### config.mk
export PLATFORM = sky130hd
export DESIGN_NAME = wb_commit
export DESIGN_NICKNAME = d
export VERILOG_FILES = /design/src/rtl/wb_commit_pkg.sv /design/src/rtl/cp0_reg.sv /design/src/rtl/wb_commit.sv
export SDC_FILE = /design/constraint.sdc
export NUM_CORES = 1
export LEC_CHECK = 0
export CORE_AREA = 2 2 211 213
export DETAILED_ROUTE_END_ITERATION = 8
export DIE_AREA = 0 0 213 215
export PLACE_DENSITY = 0.75
export SLEW_MARGIN = 20
export SYNTH_ARGS = -nofsm -noshare
export SYNTH_HDL_FRONTEND = slang
export SYNTH_SLANG_ARGS = --single-unit
### constraint.sdc
create_clock -name clk -period 4.8 [get_ports clk]
set_input_delay 0.96 -clock clk [delete_from_list [all_inputs] [get_ports clk]]
set_output_delay 0.96 -clock clk [all_outputs]
set_load 0.05 [all_outputs]
### src/rtl/wb_commit_pkg.sv
// Shared types and constants for the writeback/commit stage.
// Exception codes, CP0 map, write masks and bus widths.
package wb_commit_pkg;

  localparam int STALL_W      = 6;
  localparam int MEM_TO_WB_WD = 174;
  localparam int WB_TO_RF_WD  = 38;

  localparam logic STOP    = 1'b1;
  localparam logic NO_STOP = 1'b0;

  localparam logic [4:0] EXC_NONE = 5'h00;
  localparam logic [4:0] EXC_INT  = 5'h01;
  localparam logic [4:0] EXC_ADEL = 5'h04;
  localparam logic [4:0] EXC_ADES = 5'h05;
  localparam logic [4:0] EXC_SYS  = 5'h08;
  localparam logic [4:0] EXC_BP   = 5'h09;
  localparam logic [4:0] EXC_RI   = 5'h0a;
  localparam logic [4:0] EXC_OV   = 5'h0c;
  localparam logic [4:0] EXC_ERET = 5'h0e;

  localparam logic [4:0] CP0_BADVADDR = 5'd8;
  localparam logic [4:0] CP0_COUNT    = 5'd9;
  localparam logic [4:0] CP0_COMPARE  = 5'd11;
  localparam logic [4:0] CP0_STATUS   = 5'd12;
  localparam logic [4:0] CP0_CAUSE    = 5'd13;
  localparam logic [4:0] CP0_EPC      = 5'd14;

  localparam logic [31:0] STATUS_WMASK = 32'h0000_ff03;
  localparam logic [31:0] CAUSE_WMASK  = 32'h0000_0300;
  localparam logic [31:0] STATUS_RST   = 32'h0040_0000;

  typedef struct packed {
    logic [31:0] badvaddr;
    logic        bd;
    logic [4:0]  excepttype;
    logic        lo_we;
    logic [31:0] lo_wdata;
    logic        hi_we;
    logic [31:0] hi_wdata;
    logic [31:0] pc;
    logic        rf_we;
    logic [4:0]  rf_waddr;
    logic [31:0] rf_wdata;
  } mem_wb_t;

  function automatic logic [4:0] exc_code(input logic [4:0] et);
    case (et)
      EXC_INT:  return 5'd0;
      EXC_ADEL: return 5'd4;
      EXC_ADES: return 5'd5;
      EXC_SYS:  return 5'd8;
      EXC_BP:   return 5'd9;
      EXC_RI:   return 5'd10;
      EXC_OV:   return 5'd12;
      default:  return 5'd0;
    endcase
  endfunction

endpackage

### src/rtl/cp0_reg.sv
// CP0 register file with Count/Compare timer.
// Exception/ERET updates override same-edge MTC0 on shared fields.
module cp0_reg
  import wb_commit_pkg::*;
#(
  parameter int COUNT_DIV = 2
) (
  input  logic        clk,
  input  logic        rst,
  input  logic        we,
  input  logic [4:0]  waddr,
  input  logic [2:0]  wsel,
  input  logic [31:0] wdata,
  input  logic [4:0]  raddr,
  input  logic [2:0]  rsel,
  output logic [31:0] rdata,
  input  logic        exc,
  input  logic        eret,
  input  logic        bd,
  input  logic [31:0] pc,
  input  logic [4:0]  code,
  input  logic        bva_we,
  input  logic [31:0] bva,
  output logic [31:0] status,
  output logic [31:0] cause,
  output logic [31:0] epc
);

  localparam logic [1:0] DIV_LAST = 2'(COUNT_DIV - 1);

  logic [31:0] count_q, compare_q, badv_q;
  logic [31:0] count_d, compare_d, badv_d;
  logic [31:0] status_d, cause_d, epc_d;
  logic [1:0]  div_q, div_d;
  logic        wr;

  assign wr = we && (wsel == 3'd0);

  always_comb begin
    count_d   = count_q;
    div_d     = div_q;
    compare_d = compare_q;
    badv_d    = badv_q;
    status_d  = status;
    cause_d   = cause;
    epc_d     = epc;
    if (wr && waddr == CP0_COUNT) begin
      count_d = wdata;
      div_d   = 2'd0;
    end else if (div_q == DIV_LAST) begin
      count_d = count_q + 32'd1;
      div_d   = 2'd0;
    end else begin
      div_d = div_q + 2'd1;
    end
    if (wr) begin
      unique case (1'b1)
        waddr == CP0_COMPARE:
          compare_d = wdata;
        waddr == CP0_STATUS:
          status_d = (status & ~STATUS_WMASK)
                   | (wdata & STATUS_WMASK);
        waddr == CP0_CAUSE:
          cause_d = (cause & ~CAUSE_WMASK)
                  | (wdata & CAUSE_WMASK);
        waddr == CP0_EPC:
          epc_d = wdata;
        default: ;
      endcase
    end
    // TI latches on the edge Count reaches Compare
    if (wr && waddr == CP0_COMPARE)
      cause_d[30] = 1'b0;
    else if (count_d == compare_q)
      cause_d[30] = 1'b1;
    if (exc) begin
      if (!status[1]) begin
        epc_d       = bd ? pc - 32'd4 : pc;
        cause_d[31] = bd;
      end
      cause_d[6:2] = code;
      status_d[1]  = 1'b1;
      if (bva_we)
        badv_d = bva;
    end else if (eret) begin
      status_d[1] = 1'b0;
    end
  end

  always_ff @(posedge clk or negedge rst) begin
    if (!rst) begin
      count_q   <= '0;
      div_q     <= '0;
      compare_q <= '0;
      badv_q    <= '0;
      status    <= STATUS_RST;
      cause     <= '0;
      epc       <= '0;
    end else begin
      count_q   <= count_d;
      div_q     <= div_d;
      compare_q <= compare_d;
      badv_q    <= badv_d;
      status    <= status_d;
      cause     <= cause_d;
      epc       <= epc_d;
    end
  end

  always_comb begin
    rdata = '0;
    if (rsel == 3'd0) begin
      case (raddr)
        CP0_BADVADDR: rdata = badv_q;
        CP0_COUNT:    rdata = count_q;
        CP0_COMPARE:  rdata = compare_q;
        CP0_STATUS:   rdata = status;
        CP0_CAUSE:    rdata = cause;
        CP0_EPC:      rdata = epc;
        default:      rdata = '0;
      endcase
    end
  end

endmodule

### src/rtl/wb_commit.sv
// Writeback stage: MEM/WB pipeline register and exception commit.
// Drives RF/HI/LO writes, commit trace and CP0 state.
module wb_commit
  import wb_commit_pkg::*;
#(
  parameter int COUNT_DIV = 2
) (
  input  logic                    clk,
  input  logic                    rst,
  input  logic [STALL_W-1:0]      stall,
  input  logic [MEM_TO_WB_WD-1:0] mem_to_wb_bus,
  input  logic                    cp0_we,
  input  logic [4:0]              cp0_waddr,
  input  logic [2:0]              cp0_wsel,
  input  logic [31:0]             cp0_wdata,
  input  logic [4:0]              cp0_raddr,
  input  logic [2:0]              cp0_rsel,
  output logic [31:0]             cp0_rdata,
  output logic [31:0]             cp0_status,
  output logic [31:0]             cp0_cause,
  output logic [31:0]             cp0_epc,
  output logic [WB_TO_RF_WD-1:0]  wb_to_rf_bus,
  output logic                    hi_we,
  output logic                    lo_we,
  output logic [31:0]             hi_wdata,
  output logic [31:0]             lo_wdata,
  output logic [31:0]             debug_wb_pc,
  output logic [3:0]              debug_wb_rf_wen,
  output logic [4:0]              debug_wb_rf_wnum,
  output logic [31:0]             debug_wb_rf_wdata
);

  mem_wb_t     wb_q;
  logic        exc, eret, bva_we;
  logic [31:0] status_arch;
  logic [3:0]  unused_stall;

  assign unused_stall = stall[3:0];

  always_ff @(posedge clk or negedge rst) begin
    if (!rst)
      wb_q <= '0;
    else if (stall[4] == NO_STOP)
      wb_q <= mem_wb_t'(mem_to_wb_bus);
    else if (stall[5] == NO_STOP)
      wb_q <= '0;
  end

  assign exc = (wb_q.excepttype != EXC_NONE)
            && (wb_q.excepttype != EXC_ERET);
  assign eret = (wb_q.excepttype == EXC_ERET);
  assign bva_we = (wb_q.excepttype == EXC_ADEL)
               || (wb_q.excepttype == EXC_ADES);

  cp0_reg #(
    .COUNT_DIV (COUNT_DIV)
  ) u_cp0_reg (
    .clk    (clk),
    .rst    (rst),
    .we     (cp0_we),
    .waddr  (cp0_waddr),
    .wsel   (cp0_wsel),
    .wdata  (cp0_wdata),
    .raddr  (cp0_raddr),
    .rsel   (cp0_rsel),
    .rdata  (cp0_rdata),
    .exc    (exc),
    .eret   (eret),
    .bd     (wb_q.bd),
    .pc     (wb_q.pc),
    .code   (exc_code(wb_q.excepttype)),
    .bva_we (bva_we),
    .bva    (wb_q.badvaddr),
    .status (status_arch),
    .cause  (cp0_cause),
    .epc    (cp0_epc)
  );

  // EXL visible early so MEM cannot take a second interrupt
  assign cp0_status = status_arch | {30'd0, exc, 1'b0};

  assign wb_to_rf_bus = {wb_q.rf_we, wb_q.rf_waddr, wb_q.rf_wdata};
  assign hi_we        = wb_q.hi_we;
  assign lo_we        = wb_q.lo_we;
  assign hi_wdata     = wb_q.hi_wdata;
  assign lo_wdata     = wb_q.lo_wdata;

  assign debug_wb_pc       = wb_q.pc;
  assign debug_wb_rf_wen   = {4{wb_q.rf_we}};
  assign debug_wb_rf_wnum  = wb_q.rf_waddr;
  assign debug_wb_rf_wdata = wb_q.rf_wdata;

endmodule
==> flow_summary.ini, run 1 <==
[worst_setup_path]
cp-startpoint = cp0_raddr[2]
crit_fanout = 21
crit_slowest_cell = clkdlybuf4s50_1
max_stage_delay_ns = 0.56
critPathCaptureType = output port
cp.required_ns = 3.84
cp-start-kind = input pin
arrival_ns = 3.13
r2r_cells = 8
r2r_slack_ns = 1.02
r2r_end = u_cp0_reg.cause[30]
cpMostUsedCell = a21oi_1
rr_startpoint = u_cp0_reg.count_q[8]
worstSetupPathType = input pin to output port
endpoint = cp0_rdata[22]
path_cells = clkdlybuf4s50_1 -> nand3b_1 -> nor3b_2 -> buf_4 -> a21oi_1 -> a21oi_1 -> buf_12

[yosys]
synthSimpleGateAreaFrac = 0.1420
avgSynthCellArea_um2 = 9.040
synth_area_um2 = 17960
synthXorXnorAreaFrac = 0.04827
ys_types = 71
ys_seq_area_frac = 0.4486
synth_compound_area_frac = 0.1158
synth_top_family_by_area = buffers and inverters
synth_edf_count = 0
synth_ff_type = dfrtp_1
ys_ff_latch = 322
synth_fa_ha_area_frac = 0.001393
synth_warnings = 0
ys_async_sr_fraction = 1.000
synth_cells = 1987
synth.area.mux_share = 0.08352

[route]
viasPerCell = 5.167
wl_per_cell_um = 21.83
drc_errors = 0
ant_nets = 0
num_vias = 14850
drt-total-wl_mm = 62.75
dr.pass1.iters = 5
first_iter_violations = 1018

[grt]
gr-max-usage-layer = met2
overflow = 0
grt_pass1_wl_mm = 93.67
met2_usage = 0.4467
grt_max_degree = 123
grt_pass1_vias = 14980
grt_use_total = 0.2719
grt_use_met1 = 0.3470
antenna_found_initial = 5
grt_use_met3 = 0.06371

[sta]
worst_pin_slew_ns = 0.8761
period_needed_ns = 4.095
finalCritPeriodShare = 0.8531
finalSetupViolCount = 0
hold_viol = 0
rsz0062_at_grt = no
fin_tns_setup_ns = 0
fmax_mhz = 244.2
clock_skew_ns = 0.01435
worst_slew_margin_rel = 0.4159
slew_violations = 0

[cts]
root_buffer = clkbuf_16
ctsLongestPathBuffers = 3
clock-sinks = 322
clock_latency_ns = 0.56
cts_tree = yes
cts.clk_slew.worst_paths_ns = 0.06
h-tree-depth = 2
cts_hold_buf = 0
cts_buffers = 38
cts_setup_buffers = 0
postCtsResizedCells = 0

[floorplan]
die_w_um = 213
core-area_um2 = 43640
dieArea_um2 = 45800
rows = 77
die_height_um = 215
io_pins = 536
initial_core_util = 0.4116

[min_path]
min_path_type = input pin to async pin

[cells_and_area]
layout.nets = 2484
drive_above_1_share = 0.1048
layout_commonest_cell = clkdlybuf4s50_1
final_cell_mix = 449 x clkdlybuf4s50_1, 322 x dfrtp_1, 251 x o21ai_0, 237 x nand2_1, 192 x inv_1
layoutNonFillerInstCount = 2874
area_growth_pct = 31.38

[status]
status = completed

[placement]
post-place-cells = 2801
hpwl_mm = 47.08
port-buffer-count = 485
globalplace.congestion = 0.9447

[run]
maxCapViolations = 0

[pwr]
p_leak_nw = 10.19
ir_drop_uv = 225.7
p_per_area_nw_per_um2 = 386.4
-- routing by layer --
metal / wire, um / share of wire / vias to the layer above
met1: 25480 / 0.41 / 7278
met5: 12 / 0.00019 / -
met2: 30340 / 0.48 / 577
met3: 4622 / 0.074 / 118
li1: - / - / 6875
met4: 2285 / 0.036 / 2
-- logic make-up after synthesis --
logic type | after synthesis
AND/OR/NAND/NOR | 532
flip-flops | 322
XOR/XNOR | 99
multiplexers | 140
buffers and inverters | 530
other | 2
adder cells (fa/ha/maj) | 2
AO/OA/AOI/OAI | 360
-- critical path, delay by kind of cell --
kind | cells | cell delay [ns]
AO/OA/AOI/OAI | 2 | 0.65
buffers and inverters | 3 | 1.12
AND/OR/NAND/NOR | 2 | 0.40
-- per-stage QoR --
stage	setup WS (ns)	hold slack [ns]	area, um2	utilization	total power, mW
after floorplan	1.054	0.4444	18130	-	5.125
after global placement	0.7525	0.4568	22190	0.5084	5.994
after detailed placement	0.6810	0.4645	22190	0.5084	6.042
after CTS	0.7618	0.4771	23540	0.5393	9.177
after global routing	0.6603	0.2856	23600	0.5407	9.457
final	0.7051	0.2714	23600	0.5407	9.118
-- flip-flops by register name (all words and copies together), names as in the netlist --
register,flops
hi_wdata,32
hi_we,1
wb_q,38
u_cp0_reg.status,10
debug_wb_rf_wen,1
debug_wb_rf_wnum,5
u_cp0_reg.badv_q,32
u_cp0_reg.count_q,32
lo_we,1
lo_wdata,32
debug_wb_rf_wdata,32
u_cp0_reg.div_q,2
u_cp0_reg.epc,32
debug_wb_pc,32
u_cp0_reg.compare_q,32
u_cp0_reg.cause,8
-- how the worst min path moves through the flow --
stage,start,depth (start not counted),to
after global routing,rst,1,u_cp0_reg.epc[9]
after floorplan,wb_q[142],2,wb_q[142]
after global placement,wb_q[171],2,wb_q[171]
final,rst,1,wb_q[148]
after detailed placement,wb_q[162],2,wb_q[162]
after CTS,wb_q[162],2,wb_q[162]
-- synthesized netlist by cell type (5+ instances only) --
| library cell | n | area share |
|---|---|---|
| a21oi_1 | 26 | 0.0072 |
| a221oi_1 | 30 | 0.015 |
| a22oi_1 | 9 | 0.0038 |
| and3_1 | 6 | 0.0021 |
| buf_1 | 9 | 0.0019 |
| buf_2 | 8 | 0.0022 |
| buf_4 | 231 | 0.097 |
| clkbuf_1 | 89 | 0.019 |
| dfrtp_1 | 322 | 0.45 |
| inv_1 | 192 | 0.040 |
| mux2_2 | 79 | 0.050 |
| mux2i_1 | 61 | 0.034 |
| nand2_1 | 237 | 0.050 |
| nand2b_1 | 11 | 0.0038 |
| nand3_1 | 58 | 0.016 |
| nand3b_1 | 5 | 0.0021 |
| nand4_1 | 19 | 0.0066 |
| nor2_1 | 87 | 0.018 |
| nor2b_1 | 12 | 0.0042 |
| nor3_1 | 27 | 0.0075 |
| nor3b_1 | 8 | 0.0033 |
| nor4_1 | 18 | 0.0063 |
| o21ai_0 | 251 | 0.070 |
| o22ai_1 | 5 | 0.0017 |
| or3_1 | 7 | 0.0024 |
| xnor2_1 | 53 | 0.026 |
| xor2_1 | 46 | 0.022 |
-- area by class of cell --
cell class	instances	area, um2
Timing Repair Buffer	518	5497
Clock inverter	11	141.4
Fill cell	3847	20040
Antenna cell	2	5.005
Inverter	192	720.7
Tap cell	592	740.7
Sequential cell	322	8058
Clock buffer	58	1210
Multi-Input combinational cell	1179	7227
-- power breakdown --
part	switching, mW	internal, mW	total (mW)
clock network	1.20	1.90	3.10
registers	0.402	3.08	3.48
logic	1.62	0.920	2.53
Power figures use the tool's default switching activity.
==> run 2, diff against run 1 <==
--- a/config.mk
+++ b/config.mk
@@ -8,6 +8,7 @@
 export CORE_AREA = 2 2 211 213
 export DETAILED_ROUTE_END_ITERATION = 8
 export DIE_AREA = 0 0 213 215
+export GPL_TIMING_DRIVEN = 1
 export PLACE_DENSITY = 0.75
 export SLEW_MARGIN = 20
 export SYNTH_ARGS = -nofsm -noshare
==> results of run 2 <==
Final layout, timing and power as in run 1 (identical DEF).
==> run 3, diff against run 2 <==
--- a/config.mk
+++ b/config.mk
@@ -5,6 +5,7 @@
 export SDC_FILE = /design/constraint.sdc
 export NUM_CORES = 1
 export LEC_CHECK = 0
+export ABC_CLOCK_PERIOD_IN_PS = 4800
 export CORE_AREA = 2 2 211 213
 export DETAILED_ROUTE_END_ITERATION = 8
 export DIE_AREA = 0 0 213 215
==> results of run 3 <==
Final layout, timing and power as in run 1 (identical DEF).
